--- src/rtl/capture_pkg.sv ---
// Shared types and defaults for the pre/post-trigger capture ring controller.
package capture_pkg;

  localparam int unsigned ADDR_WIDTH_DEF = 13;
  localparam int unsigned DATA_WIDTH_DEF = 10;
  localparam int unsigned RD_LATENCY_DEF = 1;

  // Encoding is visible on the state output, so the values are fixed.
  typedef enum logic [2:0] {
    StIdle  = 3'd0,
    StPre   = 3'd1,
    StArmed = 3'd2,
    StPost  = 3'd3,
    StDone  = 3'd4,
    StRead  = 3'd5
  } state_e;

  function automatic int unsigned depth(input int unsigned addr_width);
    return 32'd1 << addr_width;
  endfunction

endpackage

--- src/rtl/capture_ring_ctrl_if.sv ---
// Dual-port sample RAM bus: port A write side, port B read side.
interface capture_ring_ctrl_if #(
  parameter int unsigned ADDR_WIDTH = capture_pkg::ADDR_WIDTH_DEF,
  parameter int unsigned DATA_WIDTH = capture_pkg::DATA_WIDTH_DEF
);

  logic [ADDR_WIDTH-1:0] ram_wr_addr;
  logic [DATA_WIDTH-1:0] ram_wr_data;
  logic                  ram_wr_en;
  logic [ADDR_WIDTH-1:0] ram_rd_addr;
  logic [DATA_WIDTH-1:0] ram_rd_data;

  modport master (
    output ram_wr_addr,
    output ram_wr_data,
    output ram_wr_en,
    output ram_rd_addr,
    input  ram_rd_data
  );

  modport slave (
    input  ram_wr_addr,
    input  ram_wr_data,
    input  ram_wr_en,
    input  ram_rd_addr,
    output ram_rd_data
  );

endinterface

--- src/rtl/rd_latency_pipe.sv ---
// Delays the issued-read valid/last flags to line up with RAM read data.
module rd_latency_pipe #(
  parameter int unsigned LATENCY = 1
) (
  input  logic clk_i,
  input  logic clr_i,
  input  logic valid_i,
  input  logic last_i,
  output logic valid_o,
  output logic last_o
);

  logic [LATENCY-1:0] valid_q, valid_d;
  logic [LATENCY-1:0] last_q, last_d;

  always_comb begin
    valid_d    = valid_q << 1;
    valid_d[0] = valid_i;
    last_d     = last_q << 1;
    last_d[0]  = last_i;
  end

  always_ff @(posedge clk_i) begin
    if (clr_i) begin
      valid_q <= '0;
      last_q  <= '0;
    end else begin
      valid_q <= valid_d;
      last_q  <= last_d;
    end
  end

  assign valid_o = valid_q[LATENCY-1];
  assign last_o  = last_q[LATENCY-1];

endmodule

--- src/rtl/capture_ring_ctrl.sv ---
// Sequences a dual-port sample RAM as a pre/post-trigger ring buffer and replays
// the frozen capture oldest-first.
module capture_ring_ctrl
  import capture_pkg::*;
#(
  parameter int unsigned ADDR_WIDTH = ADDR_WIDTH_DEF,
  parameter int unsigned DATA_WIDTH = DATA_WIDTH_DEF,
  parameter int unsigned RD_LATENCY = RD_LATENCY_DEF
) (
  input  logic                  clk,
  input  logic                  rst,
  input  logic                  arm,
  input  logic                  abort,
  input  logic [ADDR_WIDTH-1:0] pretrig_len,
  input  logic [DATA_WIDTH-1:0] samp_data,
  input  logic                  samp_valid,
  input  logic                  trig,
  capture_ring_ctrl_if.master   ram,
  input  logic                  rd_start,
  input  logic                  rd_req,
  output logic [DATA_WIDTH-1:0] rd_data,
  output logic                  rd_valid,
  output logic                  rd_last,
  output logic [ADDR_WIDTH-1:0] trig_addr,
  output logic                  done,
  output logic [2:0]            state
);

  typedef logic [ADDR_WIDTH-1:0] addr_t;
  typedef logic [ADDR_WIDTH:0]   cnt_t;

  localparam cnt_t CntFull = cnt_t'(depth(ADDR_WIDTH));

  state_e state_q, state_d;
  addr_t  wr_ptr_q, wr_ptr_d;
  addr_t  rd_ptr_q, rd_ptr_d;
  addr_t  trig_addr_q, trig_addr_d;
  addr_t  plen_q, plen_d;
  addr_t  samp_cnt_q, samp_cnt_d;
  addr_t  post_cnt_q, post_cnt_d;
  cnt_t   rd_cnt_q, rd_cnt_d;
  logic   done_q, done_d;

  logic capturing;
  logic wr_fire;
  logic arm_ok;
  logic rd_issue;
  logic rd_issue_last;
  logic pipe_valid;
  logic pipe_last;
  logic clr;

  assign clr           = rst | abort;
  assign capturing     = state_q inside {StPre, StArmed, StPost};
  assign wr_fire       = capturing && samp_valid;
  assign arm_ok        = arm && (state_q inside {StIdle, StDone});
  assign rd_issue      = (state_q == StRead) && rd_req && (rd_cnt_q != CntFull);
  assign rd_issue_last = rd_issue && (rd_cnt_q == CntFull - cnt_t'(1));

  always_comb begin
    state_d     = state_q;
    wr_ptr_d    = wr_ptr_q;
    rd_ptr_d    = rd_ptr_q;
    trig_addr_d = trig_addr_q;
    plen_d      = plen_q;
    samp_cnt_d  = samp_cnt_q;
    post_cnt_d  = post_cnt_q;
    rd_cnt_d    = rd_cnt_q;

    if (arm_ok) begin
      // pretrig_len is ADDR_WIDTH bits wide, so it never exceeds DEPTH-1.
      plen_d     = pretrig_len;
      wr_ptr_d   = '0;
      samp_cnt_d = '0;
      state_d    = (pretrig_len != '0) ? StPre : StArmed;
    end else begin
      if (wr_fire) begin
        wr_ptr_d = wr_ptr_q + addr_t'(1);
      end
      case (state_q)
        StPre: begin
          if (samp_valid) begin
            samp_cnt_d = samp_cnt_q + addr_t'(1);
            if (samp_cnt_q == plen_q - addr_t'(1)) begin
              state_d = StArmed;
            end
          end
        end
        StArmed: begin
          if (samp_valid && trig) begin
            trig_addr_d = wr_ptr_q;
            // DEPTH-1-plen samples remain after the trigger sample.
            post_cnt_d  = ~plen_q;
            state_d     = (post_cnt_d == '0) ? StDone : StPost;
          end
        end
        StPost: begin
          if (samp_valid) begin
            post_cnt_d = post_cnt_q - addr_t'(1);
            if (post_cnt_q == addr_t'(1)) begin
              state_d = StDone;
            end
          end
        end
        StDone: begin
          if (rd_start) begin
            rd_ptr_d = trig_addr_q - plen_q;
            rd_cnt_d = '0;
            state_d  = StRead;
          end
        end
        StRead: begin
          if (rd_issue) begin
            rd_ptr_d = rd_ptr_q + addr_t'(1);
            rd_cnt_d = rd_cnt_q + cnt_t'(1);
          end
          if (pipe_last) begin
            state_d = StDone;
          end
        end
        default: state_d = StIdle;
      endcase
    end

    done_d = (state_d == StDone);
  end

  always_ff @(posedge clk) begin
    if (clr) begin
      state_q     <= StIdle;
      wr_ptr_q    <= '0;
      rd_ptr_q    <= '0;
      trig_addr_q <= '0;
      plen_q      <= '0;
      samp_cnt_q  <= '0;
      post_cnt_q  <= '0;
      rd_cnt_q    <= '0;
      done_q      <= 1'b0;
    end else begin
      state_q     <= state_d;
      wr_ptr_q    <= wr_ptr_d;
      rd_ptr_q    <= rd_ptr_d;
      trig_addr_q <= trig_addr_d;
      plen_q      <= plen_d;
      samp_cnt_q  <= samp_cnt_d;
      post_cnt_q  <= post_cnt_d;
      rd_cnt_q    <= rd_cnt_d;
      done_q      <= done_d;
    end
  end

  rd_latency_pipe #(
    .LATENCY (RD_LATENCY)
  ) u_rd_latency_pipe (
    .clk_i   (clk),
    .clr_i   (clr),
    .valid_i (rd_issue),
    .last_i  (rd_issue_last),
    .valid_o (pipe_valid),
    .last_o  (pipe_last)
  );

  assign ram.ram_wr_en   = wr_fire;
  assign ram.ram_wr_addr = wr_ptr_q;
  assign ram.ram_wr_data = samp_data;
  assign ram.ram_rd_addr = rd_ptr_q;

  assign rd_data   = ram.ram_rd_data;
  assign rd_valid  = pipe_valid;
  assign rd_last   = pipe_last;
  assign trig_addr = trig_addr_q;
  assign done      = done_q;
  assign state     = state_q;

endmodule

--- src/flat_wrapper.sv ---
// flat-port wrapper written by rule: the top's interface ports become plain ports
module capture_ring_ctrl_flat import capture_pkg::*;
#(
  parameter int unsigned ADDR_WIDTH = ADDR_WIDTH_DEF,
  parameter int unsigned DATA_WIDTH = DATA_WIDTH_DEF,
  parameter int unsigned RD_LATENCY = RD_LATENCY_DEF
)
  (clk, rst, arm, abort, pretrig_len, samp_data, samp_valid, trig, rd_start, rd_req, rd_data, rd_valid, rd_last, trig_addr, done, state, ram_ram_wr_addr, ram_ram_wr_data, ram_ram_wr_en, ram_ram_rd_addr, ram_ram_rd_data);
  capture_ring_ctrl_if #(.ADDR_WIDTH(ADDR_WIDTH), .DATA_WIDTH(DATA_WIDTH)) ram_i ();
  input  logic clk;
  input  logic rst;
  input  logic arm;
  input  logic abort;
  input  logic [ADDR_WIDTH-1:0] pretrig_len;
  input  logic [DATA_WIDTH-1:0] samp_data;
  input  logic samp_valid;
  input  logic trig;
  input  logic rd_start;
  input  logic rd_req;
  output logic [DATA_WIDTH-1:0] rd_data;
  output logic rd_valid;
  output logic rd_last;
  output logic [ADDR_WIDTH-1:0] trig_addr;
  output logic done;
  output logic [2:0] state;
  output wire logic [$bits(ram_i.ram_wr_addr)-1:0] ram_ram_wr_addr;
  output wire logic [$bits(ram_i.ram_wr_data)-1:0] ram_ram_wr_data;
  output wire logic [$bits(ram_i.ram_wr_en)-1:0] ram_ram_wr_en;
  output wire logic [$bits(ram_i.ram_rd_addr)-1:0] ram_ram_rd_addr;
  input wire logic [$bits(ram_i.ram_rd_data)-1:0] ram_ram_rd_data;
  assign ram_ram_wr_addr = ram_i.ram_wr_addr;
  assign ram_ram_wr_data = ram_i.ram_wr_data;
  assign ram_ram_wr_en = ram_i.ram_wr_en;
  assign ram_ram_rd_addr = ram_i.ram_rd_addr;
  assign ram_i.ram_rd_data = ram_ram_rd_data;
  capture_ring_ctrl #(.ADDR_WIDTH(ADDR_WIDTH), .DATA_WIDTH(DATA_WIDTH), .RD_LATENCY(RD_LATENCY)) u_core (.clk(clk), .rst(rst), .arm(arm), .abort(abort), .pretrig_len(pretrig_len), .samp_data(samp_data), .samp_valid(samp_valid), .trig(trig), .ram(ram_i), .rd_start(rd_start), .rd_req(rd_req), .rd_data(rd_data), .rd_valid(rd_valid), .rd_last(rd_last), .trig_addr(trig_addr), .done(done), .state(state));
endmodule
--- config.mk ---
export PLATFORM = sky130hd
export DESIGN_NAME = capture_ring_ctrl_flat
export DESIGN_NICKNAME = d
export VERILOG_FILES = /design/src/rtl/capture_pkg.sv /design/src/rtl/capture_ring_ctrl_if.sv /design/src/rtl/rd_latency_pipe.sv /design/src/rtl/capture_ring_ctrl.sv /design/src/flat_wrapper.sv
export SDC_FILE = /design/constraint.sdc
export NUM_CORES = 1
export LEC_CHECK = 0
export CORE_MARGIN = 5
export CORE_UTILIZATION = 40
export CTS_BUF_LIST = sky130_fd_sc_hd__clkbuf_4 sky130_fd_sc_hd__clkbuf_8
export DETAILED_ROUTE_END_ITERATION = 8
export PLACE_DENSITY = 0.75
export SYNTH_ARGS = -nofsm -noshare
export SYNTH_HDL_FRONTEND = slang
export SYNTH_HIERARCHICAL = 1
export SYNTH_SLANG_ARGS = --single-unit
--- constraint.sdc ---
create_clock -name clk -period 2.4 [get_ports clk]
set_input_delay 0.72 -clock clk [delete_from_list [all_inputs] [get_ports clk]]
set_output_delay 0.72 -clock clk [all_outputs]
set_load 0.05 [all_outputs]
* Yosys cells after proc, flatten, opt, wreduce, memory -nomap -nowiden
Cells that the tools add are included.
** Word-level totals
- Output and inout port bits :: 66
- Word-level logic and storage cells :: 73
- Register bits :: 98
** Operators by class
- Multiplexer cells :: 20
- Reductions and logical operators :: 18
- Bitwise operators :: 3
- Eq/ne operators :: 14
- Add/subtract/negate cells :: 7
** Operators by type and width (count)
- two-way mux 13 bit :: 4
- case mux 13 bit (2 select lines) :: 2
- adder 13 x 1 -> 13 bit, second input constant :: 3
- two-way mux 14 bit :: 2
- case mux 14 bit (2 select lines) :: 1
- two-way mux 3 bit :: 9
- subtractor 13 x 1 -> 13 bit, second input constant :: 2
- case mux 3 bit (5 select lines) :: 1
- adder 14 x 1 -> 14 bit, second input constant :: 1
- == test 14 x 13 -> 1 bit, second input constant :: 1
- inequality test 14 bit, second input constant :: 1
- == test 13 x 1 -> 1 bit, second input constant :: 1
- == test 13 bit :: 1
- logical NOT 13 bit :: 1
- inverter 13 bit :: 1
- nonzero test 13 bit :: 1
- subtractor 13 bit :: 1
- == test 3 bit, second input constant :: 3
- AND reduction 4 bit :: 2
- == test 3 x 2 -> 1 bit, second input constant :: 2
- logical AND 1 bit :: 6
- inequality test 2 bit, second input constant :: 3
- nonzero test 2 bit :: 3
- == test 3 x 1 -> 1 bit, second input constant :: 1
- 9 further kinds :: 9

* Longest topological paths before layout
- Depth after elaboration :: 7
- Mapped depth :: 11
- Depth with buffers taken out :: 10

* By module
The synthesis kept the hierarchy.
** Modules (own cells, without submodules)
- capture_ring_ctrl :: area each 5730.5 um^2, times used 1, cells each 757
- rd_latency_pipe :: area each 52.6 um^2, times used 1, cells each 4

* Least setup slack after synthesis
OpenSTA, ideal clock, no wires.
- Path type :: register to register
- Start point :: register u_core.state_q[0] (netlist: u_core/state[0])
- End point :: register u_core.wr_ptr_q[5] (netlist: u_core/ram.ram_wr_addr[5])
- Data arrival time :: 2.453 ns
- Setup slack :: -0.125 ns
- Period minus slack after synthesis :: 2.525 ns
- Required time :: 2.328 ns
- Stages on the path, launching flop included :: 7
- Setup time :: 0.072 ns
- Cells stage by stage :: dfxtp_1 buf_2 nor2_1 nor2_2 nand4_1 or3_1 a21oi_1
** RTL lines
- start, declared :: RTL line capture_ring_ctrl.sv:34 : state_e state_q, state_d;
- start signal, assigned :: RTL line capture_ring_ctrl.sv:130 : state_q <= StIdle;
- start signal, assigned :: RTL line capture_ring_ctrl.sv:140 : state_q <= state_d;
- == test 3 x 1 -> 1 bit or == test 3 x 2 -> 1 bit (tied branches) :: RTL line capture_ring_ctrl.sv:54 : assign capturing = state_q inside {StPre, StArmed, StPost};
- nonzero test 3 bit (*) :: RTL line capture_ring_ctrl.sv:54
- logical AND 1 bit (*) :: RTL line capture_ring_ctrl.sv:55 : assign wr_fire = capturing && samp_valid;
- named net ram_ram_wr_en :: RTL line flat_wrapper.sv:28 : output wire logic [$bits(ram_i.ram_wr_en)-1:0] ram_ram_wr_en;
- end signal, assigned :: RTL line capture_ring_ctrl.sv:141 : wr_ptr_q <= wr_ptr_d;
- end, declared :: RTL line capture_ring_ctrl.sv:35 : addr_t wr_ptr_q, wr_ptr_d;
Mark *: on every way through the listed nets, which the timed path passes. The rest lies on a longest branch.
A chain may end at the register's enable or synchronous reset.

* Final worst setup path
- Start point :: register u_core.wr_ptr_q[12] (netlist: u_core/ram.ram_wr_addr[12])
- End point :: output ram_ram_wr_addr[12]
** RTL lines
- end, declared :: RTL line flat_wrapper.sv:26 : output wire logic [$bits(ram_i.ram_wr_addr)-1:0] ram_ram_wr_addr;
No word-level cell between the ends.

==> flow_summary.yaml <==
place:
  io_buffers: 66
  place_hpwl_um: 11800
  globalplace.congestion: 0.961
  dpl_worst_slack_ns: -0.163
timing:
  fmax_mhz: 424
  finalCriticalPeriod_ns: 2.36
  setup_slack_ns: 0.0427
  tightest_slew_ns: 0.570
  final_max_slew_viol_count: 0
  skew_ns: 0.0109
  hold_violations: 0
  setup_violations: 0
  post-route-period-util: 0.982
  slew_headroom: 0.619
  hold_ws_ns: 0.480
  rsz0062_at_grt: "no"
global_routing:
  met2_usage: 0.299
  grt_use_met1: 0.244
  overflow: 0
  grt_util_all_layers: 0.186
  antenna_found_initial: 0
  grt_busiest_layer: "met2"
  grt_max_degree: 30
  met3_usage: 0.0520
  grt_first_pass_wirelength_um: 25100
  grt_pass1_vias: 4997
detailed_routing:
  vias: 5557
  drc: 0
  routed_via_density: 5.46
  firstDrtPassIters: 5
  drt-total-wl_um: 15600
  final_antenna_net_count: 0
  drt_iter0_drc: 419
  wl_per_cell_um: 15.3
yosys:
  synth_top_cell_by_area: "dfxtp_1"
  syn-instance-count: 761
  avgSynthCellArea_um2: 7.60
  syn_area_um2: 5780
  ys.flop_type: "dfxtp_1"
  synthDistinctLibCells: 60
  synth_top_area_share: 0.339
  synthArstFlopShare: 0
  synthesis.nets: 824
  ys_seq_area_frac: 0.339
  synth-seq-cells: 98
  yosys-top-cells-area: "dfxtp_1, nor2_1, nand2_1, ha_1, a21oi_1"
  ys_warn_count: 6
  synth_edf_count: 0
die:
  initial_utilization: 0.402
  core_um2: 14400
  rows: 44
  dieHeight_um: 130
  die_w_um: 130
  dieArea_um2: 17000
  ioPinCount: 107
pwr:
  power_density_nw_per_um2: 442
  ir_worst_vdd_mv: 0.354
  p_total_mw: 3.08
  leakage_nw: 2.74
setup_path:
  path_max_fanout: 3
  cp-startpoint: "u_core/ram.ram_wr_addr[12]$_SDFFE_PP0P_"
  crit_end: "ram_ram_wr_addr[12]"
  rr_startpoint: "u_core/plen_q[0]$_SDFFE_PP0P_"
  r2r_end: "u_core/state[0]$_SDFF_PP0_"
  cp.depth: 1
  startpoint_type: "flop"
  critPathCaptureType: "primary output"
  path_cells: "clkdlybuf4s50_1"
  critPathArrivalTime_ns: 1.64
  critPathBufInv: 1
  critical-path-slowest-cell: "clkdlybuf4s50_1"
  r2r_slack_ns: 0.14
  reg2reg_depth: 10
  slowest_delay_ns: 0.84
  critical_path_class: "flop to primary output"
  cp_top_family: "buffers and inverters"
  cp_data_required_time_ns: 1.68
outcome:
  status: "completed"
layout:
  drive_gt1_frac: 0.104
  final_nets: 891
  diodes: 0
  syn_to_final_growth_pct: 20.6
clock_network:
  cts_tree: "built"
  cts_sinks: 98
  postCtsSetupRepairBufs: 0
  htree_num_levels: 3
  cts_buffers: 9
  cts.path.max_buffers: 2
  ctsRootBufferMaster: "clkbuf_8"
  insertion_delay_ns: 0.39
  clkTransAtPathRegs_ns: 0.10
run:
  max_cap_viol_count: 0
hold_path:
  hold_class: "flop to flop"
  worstHoldPathCells: 2
kinds of logic (layout without fill, tap and decap cells):
kind of cell	count (synthesis)	count (layout)	share of synthesized area
simple gates	327	327	0.266
compound gates	159	159	0.166
flops	98	98	0.339
buf+inv	89	161	0.0766
xor+xnor	53	53	0.0803
fa+ha+maj	22	22	0.0489
mux	13	13	0.0225
stage by stage:
step           std cells   util  cell area, µm²  TNS (ns)
2_1_floorplan        761      -            5790         0
3_3_place_gp        1001  0.469            6740    -0.942
3_5_place_dp        1001  0.469            6740     -1.93
4_1_cts             1017  0.482            6930         0
5_1_grt             1017  0.485            6970         0
6_report            1017  0.485            6970         0
how the worst min path moves through the flow:
stage               slack [ns]                               start                            endpoint
global route              0.49   u_core/post_cnt_q[1]$_SDFFE_PP0P_   u_core/post_cnt_q[1]$_SDFFE_PP0P_
CTS                       0.48  u_core/post_cnt_q[12]$_SDFFE_PP0P_  u_core/post_cnt_q[12]$_SDFFE_PP0P_
detailed placement        0.47  u_core/post_cnt_q[12]$_SDFFE_PP0P_  u_core/post_cnt_q[12]$_SDFFE_PP0P_
global placement          0.47   u_core/post_cnt_q[1]$_SDFFE_PP0P_   u_core/post_cnt_q[1]$_SDFFE_PP0P_
floorplan                 0.45   u_core/post_cnt_q[1]$_SDFFE_PP0P_   u_core/post_cnt_q[1]$_SDFFE_PP0P_
finish                    0.48  u_core/post_cnt_q[12]$_SDFFE_PP0P_  u_core/post_cnt_q[12]$_SDFFE_PP0P_
layout by cell type (no fill, tap or decap), types with 3 or more instances in the layout:
| cell | n |
|---|---|
| a211oi_1 | 4 |
| a21oi_1 | 50 |
| a22oi_1 | 5 |
| a31oi_1 | 8 |
| a32oi_1 | 3 |
| and2_1 | 5 |
| and3_1 | 4 |
| buf_12 | 3 |
| buf_4 | 49 |
| clkbuf_8 | 9 |
| clkdlybuf4s50_1 | 43 |
| dfxtp_1 | 94 |
| dfxtp_2 | 4 |
| dlygate4sd2_1 | 7 |
| dlymetal6s2s_1 | 11 |
| ha_1 | 21 |
| inv_1 | 31 |
| mux2i_1 | 13 |
| nand2_1 | 71 |
| nand2b_1 | 8 |
| nand3_1 | 32 |
| nand3b_1 | 3 |
| nand4_1 | 20 |
| nor2_1 | 116 |
| nor2b_1 | 5 |
| nor3_1 | 30 |
| nor3b_1 | 3 |
| nor4_1 | 9 |
| o21a_1 | 5 |
| o21ai_0 | 48 |
| o21ai_1 | 3 |
| o22ai_1 | 8 |
| o31ai_1 | 3 |
| or3_1 | 8 |
| or4_1 | 3 |
| xnor2_1 | 28 |
| xor2_1 | 25 |
worst register-to-register path, stage by stage (launching register included):
cell and delay [ns]:
dfxtp_1 0.40, buf_6 0.17, inv_1 0.05, ha_1 0.29, xor2_1 0.14, nand3_1 0.08, or3_1 0.39, nor4_2 0.25
nand4_1 0.16, a21oi_1 0.17, nor2_1 0.05
Yosys cell counts, drive strengths merged (3+ instances only):
cell type	number
a31oi	8
nor2b	5
a211oi	4
nand3	32
or3	8
nor2	117
nand3b	3
a22oi	5
clkbuf	24
inv	31
xor2	25
o21ai	51
buf	34
o22ai	8
o31ai	4
xnor2	28
a32oi	3
nand4	20
nand2	71
dfxtp	98
ha	21
nor3b	3
nor4	11
o21a	5
a21oi	51
or4	4
nand2b	8
nor3	31
and2	7
and3	4
mux2i	13
where the power goes:
| part | internal [mW] | total [mW] | leakage [nW] | switching [mW] |
|---|---|---|---|---|
| clock network | 0.502 | 1.09 | 0.0962 | 0.591 |
| registers | 1.63 | 1.65 | 0.792 | 0.0148 |
| logic | 0.154 | 0.340 | 1.85 | 0.186 |
| total | 2.29 | 3.08 | 2.74 | 0.792 |
cell type report:
cell class | instances | area (µm²)
multi-input cells | 574 | 3400
clock inverters | 5 | 55.1
fillers | 1389 | 7390
repair buffers | 114 | 1070
well taps | 184 | 230
flip-flops and latches | 98 | 1970
clock buffers | 11 | 139
inverters | 31 | 116
registers in the layout, indices dropped and copies added (netlist names), 3 cells and up:
signal / count
u_core/plen_q: 13
u_core/ram.ram_wr_addr: 13
u_core/post_cnt_q: 13
u_core/trig_addr: 13
u_core/samp_cnt_q: 13
u_core/state: 3
u_core/rd_cnt_q: 14
u_core/ram.ram_rd_addr: 13
metal layers:
layer  vias up  part of all wire
met2       191              0.46
met1      2573              0.45
li1       2773                 -
met3        20             0.077
met4         0             0.015
met5         -                 0
repair_timing:
item,4_1_cts,5_1_grt
pin swaps,0,2
endpoints found under the setup margin,7,18
hold buffers,0,0
gates resized for setup,7,19
Note: power is estimated with default switching activity, not from simulation.
